<file path="src/rtl/pc_unit.sv">
// Program-counter unit at the head of fetch: stall hold, branch redirect, stalled-redirect latch, halt/resume.
// Optional debug trace ring of previous PC values enabled by defining PC_TRACE_EN.
module pc_unit #(
    parameter int                 WIDTH      = 16,
    parameter logic [WIDTH-1:0]   RESET_PC   = '0,
    parameter int                 INC        = 2,
    parameter int                 HIST_DEPTH = 4
) (
    input  logic                          clk,
    input  logic                          rst_n,
    input  logic                          stall,
    input  logic                          redirect,
    input  logic [WIDTH-1:0]              redirect_pc,
    input  logic                          halt,
    input  logic                          resume,
    output logic [WIDTH-1:0]              pc,
    output logic [WIDTH-1:0]              pc_next_seq,
    output logic                          halted,
    output logic                          redirect_pending,
    input  logic [$clog2(HIST_DEPTH)-1:0] hist_idx,
    output logic [WIDTH-1:0]              hist_pc
);

    typedef enum logic [1:0] {
        S_RUN    = 2'd0,
        S_PEND   = 2'd1,
        S_HALTED = 2'd2
    } state_t;

    localparam logic [WIDTH-1:0] INC_W = WIDTH'(INC);

    state_t           r_state;
    state_t           w_state_next;
    logic [WIDTH-1:0] r_pc;
    logic [WIDTH-1:0] r_target;
    logic [WIDTH-1:0] w_pc_next;
    logic [WIDTH-1:0] w_target_next;
    logic             w_update;
    logic [WIDTH-1:0] w_seq;

    assign w_seq            = r_pc + INC_W;
    assign pc               = r_pc;
    assign pc_next_seq      = w_seq;
    assign halted           = (r_state == S_HALTED);
    assign redirect_pending = (r_state == S_PEND);

    // w_update marks every pc write (equal-value writes included); holds never set it.
    always_comb begin
        w_state_next  = r_state;
        w_pc_next     = r_pc;
        w_target_next = r_target;
        w_update      = 1'b0;
        case (r_state)
            S_RUN: begin
                if (halt) begin
                    w_update     = 1'b1;
                    w_pc_next    = redirect ? redirect_pc : r_pc;
                    w_state_next = S_HALTED;
                end else if (redirect && !stall) begin
                    w_update  = 1'b1;
                    w_pc_next = redirect_pc;
                end else if (redirect) begin
                    w_target_next = redirect_pc;
                    w_state_next  = S_PEND;
                end else if (!stall) begin
                    w_update  = 1'b1;
                    w_pc_next = w_seq;
                end
            end
            S_PEND: begin
                if (halt) begin
                    w_update     = 1'b1;
                    w_pc_next    = redirect ? redirect_pc : r_target;
                    w_state_next = S_HALTED;
                end else if (stall) begin
                    if (redirect) begin
                        w_target_next = redirect_pc;
                    end
                end else begin
                    w_update     = 1'b1;
                    w_pc_next    = redirect ? redirect_pc : r_target;
                    w_state_next = S_RUN;
                end
            end
            S_HALTED: begin
                if (resume) begin
                    w_state_next = S_RUN;
                end
            end
            default: begin
                w_state_next = S_RUN;
            end
        endcase
    end

    always_ff @(posedge clk or negedge rst_n) begin
        if (!rst_n) begin
            r_state  <= S_RUN;
            r_pc     <= RESET_PC;
            r_target <= RESET_PC;
        end else begin
            r_state  <= w_state_next;
            r_pc     <= w_pc_next;
            r_target <= w_target_next;
        end
    end

`ifdef PC_TRACE_EN
    // Shift ring: entry 0 always holds the most recently replaced pc.
    logic [WIDTH-1:0] r_hist [HIST_DEPTH];

    always_ff @(posedge clk or negedge rst_n) begin
        if (!rst_n) begin
            for (int i = 0; i < HIST_DEPTH; i++) begin
                r_hist[i] <= RESET_PC;
            end
        end else if (w_update) begin
            r_hist[0] <= r_pc;
            for (int i = 1; i < HIST_DEPTH; i++) begin
                r_hist[i] <= r_hist[i-1];
            end
        end
    end

    assign hist_pc = r_hist[hist_idx];
`else
    logic w_unused_trace;

    assign w_unused_trace = ^{hist_idx, w_update};
    assign hist_pc        = '0;
`endif

endmodule

</file>
<file path="config.mk">
export PLATFORM = sky130hd
export DESIGN_NAME = pc_unit
export DESIGN_NICKNAME = d
export VERILOG_FILES = /design/src/rtl/pc_unit.sv
export SDC_FILE = /design/constraint.sdc
export NUM_CORES = 1
export LEC_CHECK = 0
export CORE_ASPECT_RATIO = 0.6
export CORE_MARGIN = 1.5
export CORE_UTILIZATION = 35
export DETAILED_ROUTE_END_ITERATION = 6
export PLACE_DENSITY_LB_ADDON = 0.3
export SLEW_MARGIN = 10
export SYNTH_ARGS = -nofsm -noshare
export SYNTH_HDL_FRONTEND = slang
export SYNTH_SLANG_ARGS = --single-unit
</file>
<file path="constraint.sdc">
create_clock -name clk -period 1.8 [get_ports clk]
set_input_delay 0.27 -clock clk [delete_from_list [all_inputs] [get_ports clk]]
set_output_delay 0.27 -clock clk [all_outputs]
set_load 0.005 [all_outputs]
</file>
Word level (Yosys, flattened, before mapping)
Index checks and enable logic that the tools add are counted.
{"block": "word_totals", "register_bits": 34, "in_bits": 24, "elab_cells": 45}
{"block": "classes", "addsub": 1, "n_eq_ne": 13, "mux": 21, "n_reduce_logical": 7}
{"op": "$mux 16", "n": 12}
{"op": "$pmux 16 s2", "n": 2}
{"op": "$add 16x2->16 const B", "n": 1}
{"op": "$mux 2", "n": 6}
{"op": "$ne 3x3->1 const B", "n": 4}
{"op": "$ne 2x2->1 const B", "n": 5}
{"op": "$reduce_and 5->1", "n": 2}
{"op": "$ne 4x4->1 const B", "n": 2}
{"op": "$pmux 2 s3", "n": 1}
{"op": "$reduce_and 4->1", "n": 1}
{"op": "$eq 2x1->1 const B", "n": 1}
{"op": "$eq 2x2->1 const B", "n": 1}
{"op": "$logic_not 2->1", "n": 1}
{"op": "$reduce_bool 2->1", "n": 1}
{"op": "$logic_and 1x1->1", "n": 1}
{"op": "$logic_not 1->1", "n": 1}

Logic depth before layout (Yosys ltp)
Gate-level depths: netlist of run 1.
{"block": "logic_depth", "depth_word": 6, "depth_mapped": 7}

Least setup slack after synthesis of run 1
Ideal clock, no wire load.
{"block": "synth_timing", "kind": "reg2reg", "start": "register r_state[0]", "end": "register r_target[12]", "t_arrival_ns": 1.443, "required_ns": 1.675, "slack_ns": 0.232, "stages_incl_launch_ff": 6, "n_path_buf": 1, "period_less_slack_ns": 1.568, "path_cell_list": "dfrtp_1 nor2_2 o21ai_2 nor2_1 buf_2 mux2_2"}
{"block": "synth_via", "elab_chain_len": 3, "elab_cells_between_ends": 9, "classes_between": "eq/ne (5); mux (1); reduce/logical (3)"}
{"element": "start: declaration", "line": "32", "rtl": "state_t r_state;"}
{"element": "start signal: assignment", "line": "102", "rtl": "r_state <= w_state_next;"}
{"element": "$eq 2x1->1 or $logic_not 2->1 (tied branches)", "line": "53", "rtl": "case (r_state)"}
{"element": "$ne 2x2->1 (no source line) or $reduce_bool 2->1 (tied branches)"}
{"element": "$reduce_and 5->1 (no source line)"}
{"element": "end signal: assignment", "line": "104", "rtl": "r_target <= w_target_next;"}
{"element": "end: declaration", "line": "35", "rtl": "logic [WIDTH-1:0] r_target;"}
Parallel ways exist; a longest one is shown, timed or not.
A chain may end at the register's enable or synchronous reset.

Worst setup path in the final report of run 1
{"block": "layout_timing", "start": "register r_pc[10] (netlist: pc[10])", "end": "output pc_next_seq[13]"}
{"block": "layout_via", "elab_chain_len": 1}
{"element": "start: declaration", "line": "34", "rtl": "logic [WIDTH-1:0] r_pc;"}
{"element": "start signal: assignment", "line": "103", "rtl": "r_pc <= w_pc_next;"}
{"element": "$add 16x2->16", "line": "41", "rtl": "assign w_seq = r_pc + INC_W;"}
{"element": "end: declaration", "line": "17", "rtl": "output logic [WIDTH-1:0] pc_next_seq,"}
No other way between the ends.

==> results.tsv, run 1 <==
metric	value	unit
Worst setup EP type	output port	
most frequent cell after synthesis	dfrtp_1	
vias in the first global route	2337	
Yosys top cell by area	dfrtp_1	
Fin. Hold Viols	0	
FF-to-FF End	pc[13]	
final setup vio count	11	
synth top area cells	dfrtp_1, mux2_2, buf_4, mux2i_1, nor2_1	
failing checks	negative setup slack	
Initial Utilization	36.20	%
share of post-route cells with drive strength above 1	41.94	%
Crit Path Category	flop to output port	
CTS clk-pin slew, worst paths	0.07	ns
reg2reg setup slack	-0.13	ns
Arr. time, crit path	1.77	ns
Seq cells post-synth	34	
hpwl dp	4.729	mm
fin crit share	113.4	%
Worst path slowest cell	dfrtp_1	
Fin Hold WS	0.3979	ns
initial DRC count	117	
drt wl/cell	16.46	um
worst path buffer plus inverter count	3	
fin crit period	2.041	ns
Placement Setup Slack	-0.2608	ns
# diodes	0	
worst-path cell chain	nand4_1, buf_4, nor3_4, xor2_2, buf_4, buf_6	
commonest cells in the netlist	dfrtp_1, nor2_1, nand2_1	
RSZ-0062 raised after global routing	true	
via count	2342	
top cell type's share of synthesized area	38.46	%
CP Max Fanout	2	
achievable frequency	489.9	MHz
design area	3762	um2
largest net degree at the start of global routing	35	
Layout Utilization	61.57	%
Layout area overhead	70.08	%
nets	396	
root buffer cell	clkbuf_8	
number of synthesized flops with an enable pin	0	
Clock Tree Buf Depth	2	
post-DR vias/cell	5.136	
Final Skew	0.009784	ns
sequential fraction of the synthesis area	38.46	%
worst-margin pin slew	0.5172	ns
Die ar.	6822	um2
Syn Inst Count	243	
Yosys warnings	0	
Peak VDD IR	0.4351	mV
DIE HEIGHT	64.58	um
Syn Area/Cell	9.103	um2
filler cell count	492	
grt total ovfl	0	
max-cap violations	0	
CP delay by family, top	buffers and inverters	
predominant post-synthesis flop cell	dfrtp_1	
routability cong.	0.8274	
H-tree depth	2	
Crit path required time	1.53	ns
P per Cell Area	1016	nW/um2
slew margin rel.	65.39	%
cell row count	22	
most frequent CP cell	buf_4	
drc violations	0	
First-pass DRT Iterations	4	
first-pass GRT wire length	11.41	mm
total track usage	21.50	%
# IOs	74	
Tot Pwr	3.822	mW
initial antenna violation count	0	
Yosys cell types	47	
startpoint class of the critical path	flop	
R2R cell count	10	
worst r2r src	pc[10]	
Slew Viols, Final	0	
Post-DRT Antenna Nets	0	
Final Worst Setup Slack	-0.2414	ns
clock sink count	34	
clk_lat worst skew	0.29	ns
DRT Wirelength	7.507	mm
dpl cell area	3079	um2
CTS tree	built	
Lkg Pwr	1.729	nW
hold_buf cts	0	
status	finished, violations left	
Post-Syn Area	2212	um2
die width	105.6	um
cts bufs inserted	5	
Core Footprint	6111	um2
Hold Path Class	input port to async pin	
CP max stage delay	0.37	ns
Port-buffer cells	55	
ys async rst share	100.0	%
## power breakdown
part           total, mW  leakage [nW]  internal, mW  switching (mW)
combinational       1.95          1.27          1.12           0.835
clock              0.705        0.0524         0.415           0.290
sequential          1.16         0.407         0.969           0.193
## flip-flops by register name (all words and copies together), names as in the netlist
register	cells
pc	16
r_target	16
r_state	2
## logic make-up after synthesis
family | count (synthesis) | share of synthesized area [%]
AO/OA/AOI/OAI | 53 | 15.33
adder cells (fa/ha/maj) | 1 | 0.5655
AND/OR/NAND/NOR | 87 | 18.89
other | 1 | 0.1695
buffers and inverters | 31 | 10.18
flip-flops | 34 | 38.46
XOR/XNOR | 11 | 4.355
multiplexers | 25 | 12.05
## final cells by class
cell class              count  area, um2  area share [%]
clock inverters             1      30.03          0.7981
flip-flops and latches     34      853.3           22.68
inverters                   4      15.01          0.3991
well taps                  84      105.1           2.793
clock buffers               7      76.32           2.029
repair buffers            133       1186           31.53
multi-input cells         193       1496           39.77
## metal layers
layer	global-route usage (%)	share of wire [%]	vias to the layer above	wire [um]
li1	-	-	1095	-
met1	29.82	47	1143	3535
met2	33.01	45	94	3368
met3	5.131	7.0	10	522
met4	7.264	1.1	0	80
met5	0	0	-	0
## stage by stage
step / instances / TNS, ns
after global placement: 417 / -5.306
after global routing: 456 / -2.394
final: 456 / -1.538
after floorplan: 258 / 0
after CTS: 449 / -1.030
after detailed placement: 417 / -6.771
## worst max path at each step
stage	from	endpoint	slack (ns)	depth (start not counted)
after global routing	pc[10]	pc_next_seq[13]	-0.30	6
after CTS	pc[1]	pc_next_seq[11]	-0.21	6
after global placement	redirect	pc[12]	-0.20	6
after floorplan	r_state[0]	r_target[12]	0.23	5
final	pc[10]	pc_next_seq[13]	-0.24	6
after detailed placement	pc[1]	pc_next_seq[12]	-0.26	6
## placed cells by master, fill, tap and decap left out, types with 4 or more instances in the layout
cell type / count
a21oi_1: 10
buf_2: 8
buf_4: 59
buf_6: 18
clkbuf_8: 5
clkdlybuf4s50_1: 37
conb_1: 16
dfrtp_1: 32
mux2_2: 13
mux2i_1: 12
nand2_1: 14
nand2_4: 5
nand3_4: 4
nand4_1: 4
nor2_1: 25
nor2b_1: 4
nor3_1: 5
o21ai_0: 14
o31ai_1: 6
xnor2_2: 4
xor2_2: 4
## worst register-to-register path, cell delays in order, from the launching register on
cell	delay, ns
dfrtp_1	0.37
nand4_1	0.25
buf_4	0.25
nor3_4	0.18
xor2_2	0.10
buf_4	0.15
buf_6	0.10
buf_6	0.10
buf_6	0.10
mux2i_1	0.12
o21ai_1	0.08
## timing repair
| item | in CTS | in global routing |
|---|---|---|
| setup buffers | 25 | 10 |
| gates cloned | 0 | 0 |
| pin swaps | 18 | 19 |
| endpoints found under the setup margin | 14 | 32 |
| resized for setup | 76 | 55 |
Power figures use the tool's default switching activity.
==> run 2: changes to the inputs <==
--- a/config.mk
+++ b/config.mk
@@ -5,9 +5,11 @@
 export SDC_FILE = /design/constraint.sdc
 export NUM_CORES = 1
 export LEC_CHECK = 0
+export ABC_CLOCK_PERIOD_IN_PS = 1700
 export CORE_ASPECT_RATIO = 0.6
 export CORE_MARGIN = 1.5
 export CORE_UTILIZATION = 35
+export CTS_CLUSTER_DIAMETER = 50
 export DETAILED_ROUTE_END_ITERATION = 6
 export PLACE_DENSITY_LB_ADDON = 0.3
 export SLEW_MARGIN = 10
==> constraint.sdc (replaced) <==
create_clock -name clk -period 1.7 [get_ports clk]
set_input_delay 0.255 -clock clk [delete_from_list [all_inputs] [get_ports clk]]
set_output_delay 0.255 -clock clk [all_outputs]
set_load 0.005 [all_outputs]
==> run 2 against run 1 <==
  * The run still ends with negative setup slack left
  * Count of clock-buffer cells in the layout unchanged
  * Clock skew down 0.0055 ns
  * Sequential power rose by 4%
  * Cell area up 2.6%
  * Worst hold slack got worse by 0.028 ns
  * Wire length rose by 2.4%
  * Cell count rose by 2.0%
  * Non-clock buffer count is 10 higher
  * Flip-flop and latch count did not move
  * Register-to-register slack improved by 0.08 ns
  * Setup slack got worse by 0.026 ns
  * Clock power is 18% lower
  * Critical path type unchanged
  * Critical endpoint unchanged
==> results.tsv, run 2 (synthesized netlist as in run 1, its figures left out) <==
metric	value	unit
Post-DRT Antenna Nets	0	
vias in the first global route	2246	
Layout area overhead	74.55	%
RSZ-0062 raised after global routing	true	
Clock Tree Buf Depth	2	
DRT Wirelength	7.684	mm
Arr. time, crit path	1.71	ns
initial DRC count	128	
worst hold path depth	3	
P per Cell Area	1044	nW/um2
via count	2326	
achievable frequency	508.4	MHz
Final Skew	0.004303	ns
startpoint class of the critical path	flop	
# diodes	0	
largest net degree at the start of global routing	35	
post-DR vias/cell	5.002	
H-tree depth	2	
cell row count	22	
CTS clk-pin slew, worst paths	0.07	ns
CP Max Fanout	2	
design area	3861	um2
# IOs	74	
failing checks	negative setup slack	
final setup vio count	15	
CTS tree	built	
Slew Viols, Final	0	
total negative slack	-2.107	ns
fin crit period	1.967	ns
Crit path required time	1.44	ns
routability cong.	0.8325	
Die ar.	6822	um2
status	finished, violations left	
Peak VDD IR	0.5733	mV
Initial Utilization	36.20	%
Fin. Hold Viols	0	
Core Footprint	6111	um2
commonest cells after routing, fill and taps aside	buf_4, dfrtp_1, clkdlybuf4s50_1	
First-pass DRT Iterations	4	
drc violations	0	
Final Worst Setup Slack	-0.2671	ns
max-cap violations	0	
fin crit share	115.7	%
total track usage	22.36	%
clk_lat worst skew	0.29	ns
dpl cell area	3094	um2
Port-buffer cells	55	
DIE HEIGHT	64.58	um
hold_buf cts	0	
hpwl dp	4.775	mm
Crit Path Category	flop to output port	
commonest non-fill, non-tap cell in the layout	buf_4	
Worst setup EP type	output port	
Lkg Pwr	1.792	nW
clock sink count	34	
die width	105.6	um
R2R cell count	10	
drt wl/cell	16.52	um
share of post-route cells with drive strength above 1	44.88	%
grt total ovfl	0	
root buffer cell	clkbuf_8	
cts bufs inserted	5	
Hold Path Class	input port to flop	
first-pass GRT wire length	11.67	mm
initial antenna violation count	0	
nets	406	
-- run 2: cell count changes in the layout (fill, tap and decap cells not counted), sizes merged --
cell / previous run / this run
dlymetal6s2s: 3 / 5
clkdlybuf4s50: 37 / 29
dlygate4sd2: 2 / 8
buf: 88 / 101
clkbuf: 10 / 7
bufinv: 1 / 0
-- run 2: final timing paths --
path                              from              end  slack, ns
min reg2reg                r_target[4]      r_target[4]       0.48
max                             pc[10]  pc_next_seq[13]      -0.27
max reg2reg                      pc[1]           pc[12]      -0.05
min in group asynchronous        rst_n            pc[0]       0.39
min                           redirect       r_state[0]       0.37
max in group asynchronous        rst_n       r_state[0]       0.96
-- run 2: layout make-up --
type                    instances  area (um2)
fillers                       502        2250
inverters                       4       15.01
well taps                      84       105.1
flip-flops and latches         34       854.6
clock buffers                   7       76.32
multi-input cells             193        1529
repair buffers                143        1281
-- run 2: timing repair --
| item | CTS | global route |
|---|---|---|
| endpoints found under the setup margin | 18 | 32 |
| setup buffers | 36 | 18 |
| pin swaps | 26 | 25 |
| gates resized for setup | 118 | 42 |
| gates cloned | 0 | 0 |
-- run 2: per-stage QoR --
stage	std cells	util, %	setup WS (ns)	power, mW	hold WS, ns
2_1_floorplan	258	-	0.1318	1.848	-0.04059
3_3_place_gp	419	50.63	-0.3248	2.797	0.4632
3_5_place_dp	419	50.63	-0.3222	2.822	0.4721
4_1_cts	459	59.46	-0.1884	3.795	0.4048
5_1_grt	465	63.19	-0.3683	4.267	0.4049
6_report	465	63.19	-0.2671	4.031	0.3699
-- run 2: critical path, cell delays in order, from the launching register on --
cell and delay [ns]:
dfrtp_1 0.38, nand4_1 0.23, buf_4 0.23, nor3_2 0.13, xor2_1 0.28, buf_2 0.17
-- run 2: routing by layer --
metal	share of wire, %	global-route usage (%)
met1	47	32.18
met2	45	33.58
met3	6.2	4.829
met4	1.4	6.926
met5	0	0
-- run 2: power by group --
part           switching, mW  total (mW)  leakage [nW]  internal, mW
sequential             0.179        1.21         0.406          1.03
combinational          0.958        2.25          1.35          1.29
clock                  0.295       0.578        0.0383         0.282
total                   1.43        4.03          1.79          2.60
==> run 3: changes to the inputs <==
--- a/config.mk
+++ b/config.mk
@@ -12,6 +12,7 @@
 export CTS_CLUSTER_DIAMETER = 50
 export DETAILED_ROUTE_END_ITERATION = 6
 export PLACE_DENSITY_LB_ADDON = 0.3
+export SETUP_SLACK_MARGIN = 0.3
 export SLEW_MARGIN = 10
 export SYNTH_ARGS = -nofsm -noshare
 export SYNTH_HDL_FRONTEND = slang
==> constraint.sdc (replaced) <==
create_clock -name clk -period 1.7 [get_ports clk]
set_input_delay 0.255 -clock clk [delete_from_list [all_inputs] [get_ports clk]]
set_output_delay 0.255 -clock clk [all_outputs]
set_load 0.02 [all_outputs]
==> run 3 against run 2 <==
  * Combinational power is 14% higher
  * Cell area up 5.4%
  * Die area did not move
  * Power is 11% higher
  * Register-to-register slack improved by 0.05 ns
  * Fmax down 2.2%
  * Via count increased by 3.5%
  * Critical path depth increased by 1
  * The run still ends with negative setup slack left
  * Sequential power hardly changed
  * Clock skew rose by 0.0036 ns
  * Highest routed layer unchanged
==> results.tsv, run 3 (synthesized netlist as in run 1, its figures left out) <==
metric	value	unit
status	finished, violations left	
failing checks	negative setup slack	
CP Max Fanout	3	
vias in the first global route	2284	
die width	105.6	um
First-pass DRT Iterations	4	
RSZ-0062 raised after global routing	true	
share of post-route cells with drive strength above 1	57.89	%
hpwl dp	5.072	mm
Worst path slowest cell	dfrtp_2	
routability cong.	0.8315	
Clk pwr share	14.9	%
worst-path cell chain	ha_4, nand4_1, buf_4, nor3_4, xor2_2, buf_6	
DP Cell Count	421	
clock sink count	34	
DRT Wirelength	7.983	mm
CP max stage delay	0.41	ns
drc violations	0	
fin crit period	2.011	ns
metal2 WL	3.537	mm
Final Skew	0.007888	ns
post-DR vias/cell	5.188	
Peak VDD IR	0.5517	mV
largest net degree at the start of global routing	35	
drt wl/cell	17.20	um
Lkg Pwr	1.857	nW
worst path buffer plus inverter count	2	
Slew Viols, Final	0	
nets	404	
initial DRC count	117	
commonest cells after routing, fill and taps aside	buf_4, buf_6, dfrtp_1	
Crit Path Category	flop to output port	
DIE HEIGHT	64.58	um
# IOs	74	
startpoint class of the critical path	flop	
Core Footprint	6111	um2
max layer used	met4	
via count	2407	
Post-Layout Cell Count	464	
CTS tree	built	
cell row count	22	
Post-DRT Antenna Nets	0	
Worst setup EP type	output port	
grt total ovfl	0	
Fin. Hold Viols	0	
total track usage	23.24	%
net switching fraction of the power	40.16	%
Layout Utilization	66.63	%
P per Cell Area	1095	nW/um2
Port-buffer cells	55	
dpl cell area	3277	um2
design area	4071	um2
CTS clk-pin slew, worst paths	0.08	ns
commonest non-fill, non-tap cell in the layout	buf_4	
metal3 WL	530	um
Initial Utilization	36.20	%
Layout area overhead	84.05	%
first-pass GRT wire length	12.07	mm
max-cap violations	0	
logic gate share of total power	57.5	%
Final Worst Setup Slack	-0.3110	ns
clk_lat worst skew	0.30	ns
sequential power share	27.6	%
Clock Tree Buf Depth	2	
# diodes	0	
achievable frequency	497.3	MHz
Routed met1 length	3.782	mm
Arr. time, crit path	1.76	ns
root buffer cell	clkbuf_8	
CP delay by family, top	flip-flops	
Die ar.	6822	um2
switching power	1.791	mW
initial antenna violation count	0	
Hold Path Class	input port to async pin	
total negative slack	-1.967	ns
H-tree depth	2	
cts bufs inserted	5	
fin crit share	118.3	%
hold_buf cts	0	
Internal	2.668	mW
final setup vio count	11	
Crit path required time	1.44	ns
run 3: cell types whose count changed in the layout (fill, tap and decap cells not counted), moves of 11 or more:
| cell | before | now |
|---|---|---|
| clkdlybuf4s50_1 | 29 | 18 |
| dfrtp_2 | 3 | 14 |
| mux2_2 | 13 | 1 |
| mux2_4 | 0 | 12 |
| buf_6 | 24 | 35 |
| dfrtp_1 | 31 | 20 |
run 3: through the flow:
stage,power (mW),hold WS (ns),setup WS [ns]
3_3_place_gp,3.265,0.4615,-0.3365
3_5_place_dp,3.300,0.4796,-0.3488
6_report,4.458,0.3711,-0.3110
2_1_floorplan,2.292,-0.04059,0.08794
5_1_grt,4.697,0.4449,-0.3998
4_1_cts,4.166,0.4047,-0.2249
run 3: power groups by stage:
stage	sequential, mW	clock (mW)	combinational (mW)
5_1_grt	1.25	0.718	2.72
4_1_cts	1.21	0.669	2.28
6_report	1.23	0.663	2.56
3_5_place_dp	1.23	0	2.07
2_1_floorplan	1.41	0	0.881
3_3_place_gp	1.22	0	2.04
run 3: final timing paths:
check	startpoint	endpoint	slack, ns	cells after the start
worst max-delay path	pc[2]	pc_next_seq[13]	-0.31	6
worst min-delay path	rst_n	r_target[4]	0.37	2
worst max register to register	pc[9]	pc[14]	0	6
worst min register to register	r_target[5]	r_target[5]	0.50	2
max in group asynchronous	rst_n	pc[2]	0.95	2
min in group clk	stall	r_state[0]	0.49	4
run 3: what timing repair did:
action,in CTS,in global routing
setup endpoints to repair,62,54
setup buffers,20,14
pin swaps,22,16
resized for setup,214,57
cloned,1,0
run 3: area by class of cell:
| cell class | instances | area [um2] |
|---|---|---|
| clock buffers | 6 | 82.58 |
| repair buffers | 141 | 1310 |
| clock inverters | 2 | 12.51 |
| flip-flops and latches | 34 | 868.3 |
| well taps | 84 | 105.1 |
| inverters | 4 | 20.02 |
| multi-input cells | 193 | 1673 |
| fillers | 477 | 2039 |
run 3: layer usage:
metal / GRT usage (%) / up-vias
met3: 5.433 / 15
met1: 33.52 / 1182
met4: 5.574 / 0
li1: - / 1102
met5: 0 / -
met2: 35.29 / 108
run 3: worst register-to-register path: cells and delay by family, from the launching register on:
| kind | cells | cell delay [ns] |
|---|---|---|
| buffers and inverters | 1 | 0.14 |
| and+or+nand+nor | 4 | 0.83 |
| AOI/OAI and AO/OA | 1 | 0.26 |
| DFF | 1 | 0.38 |
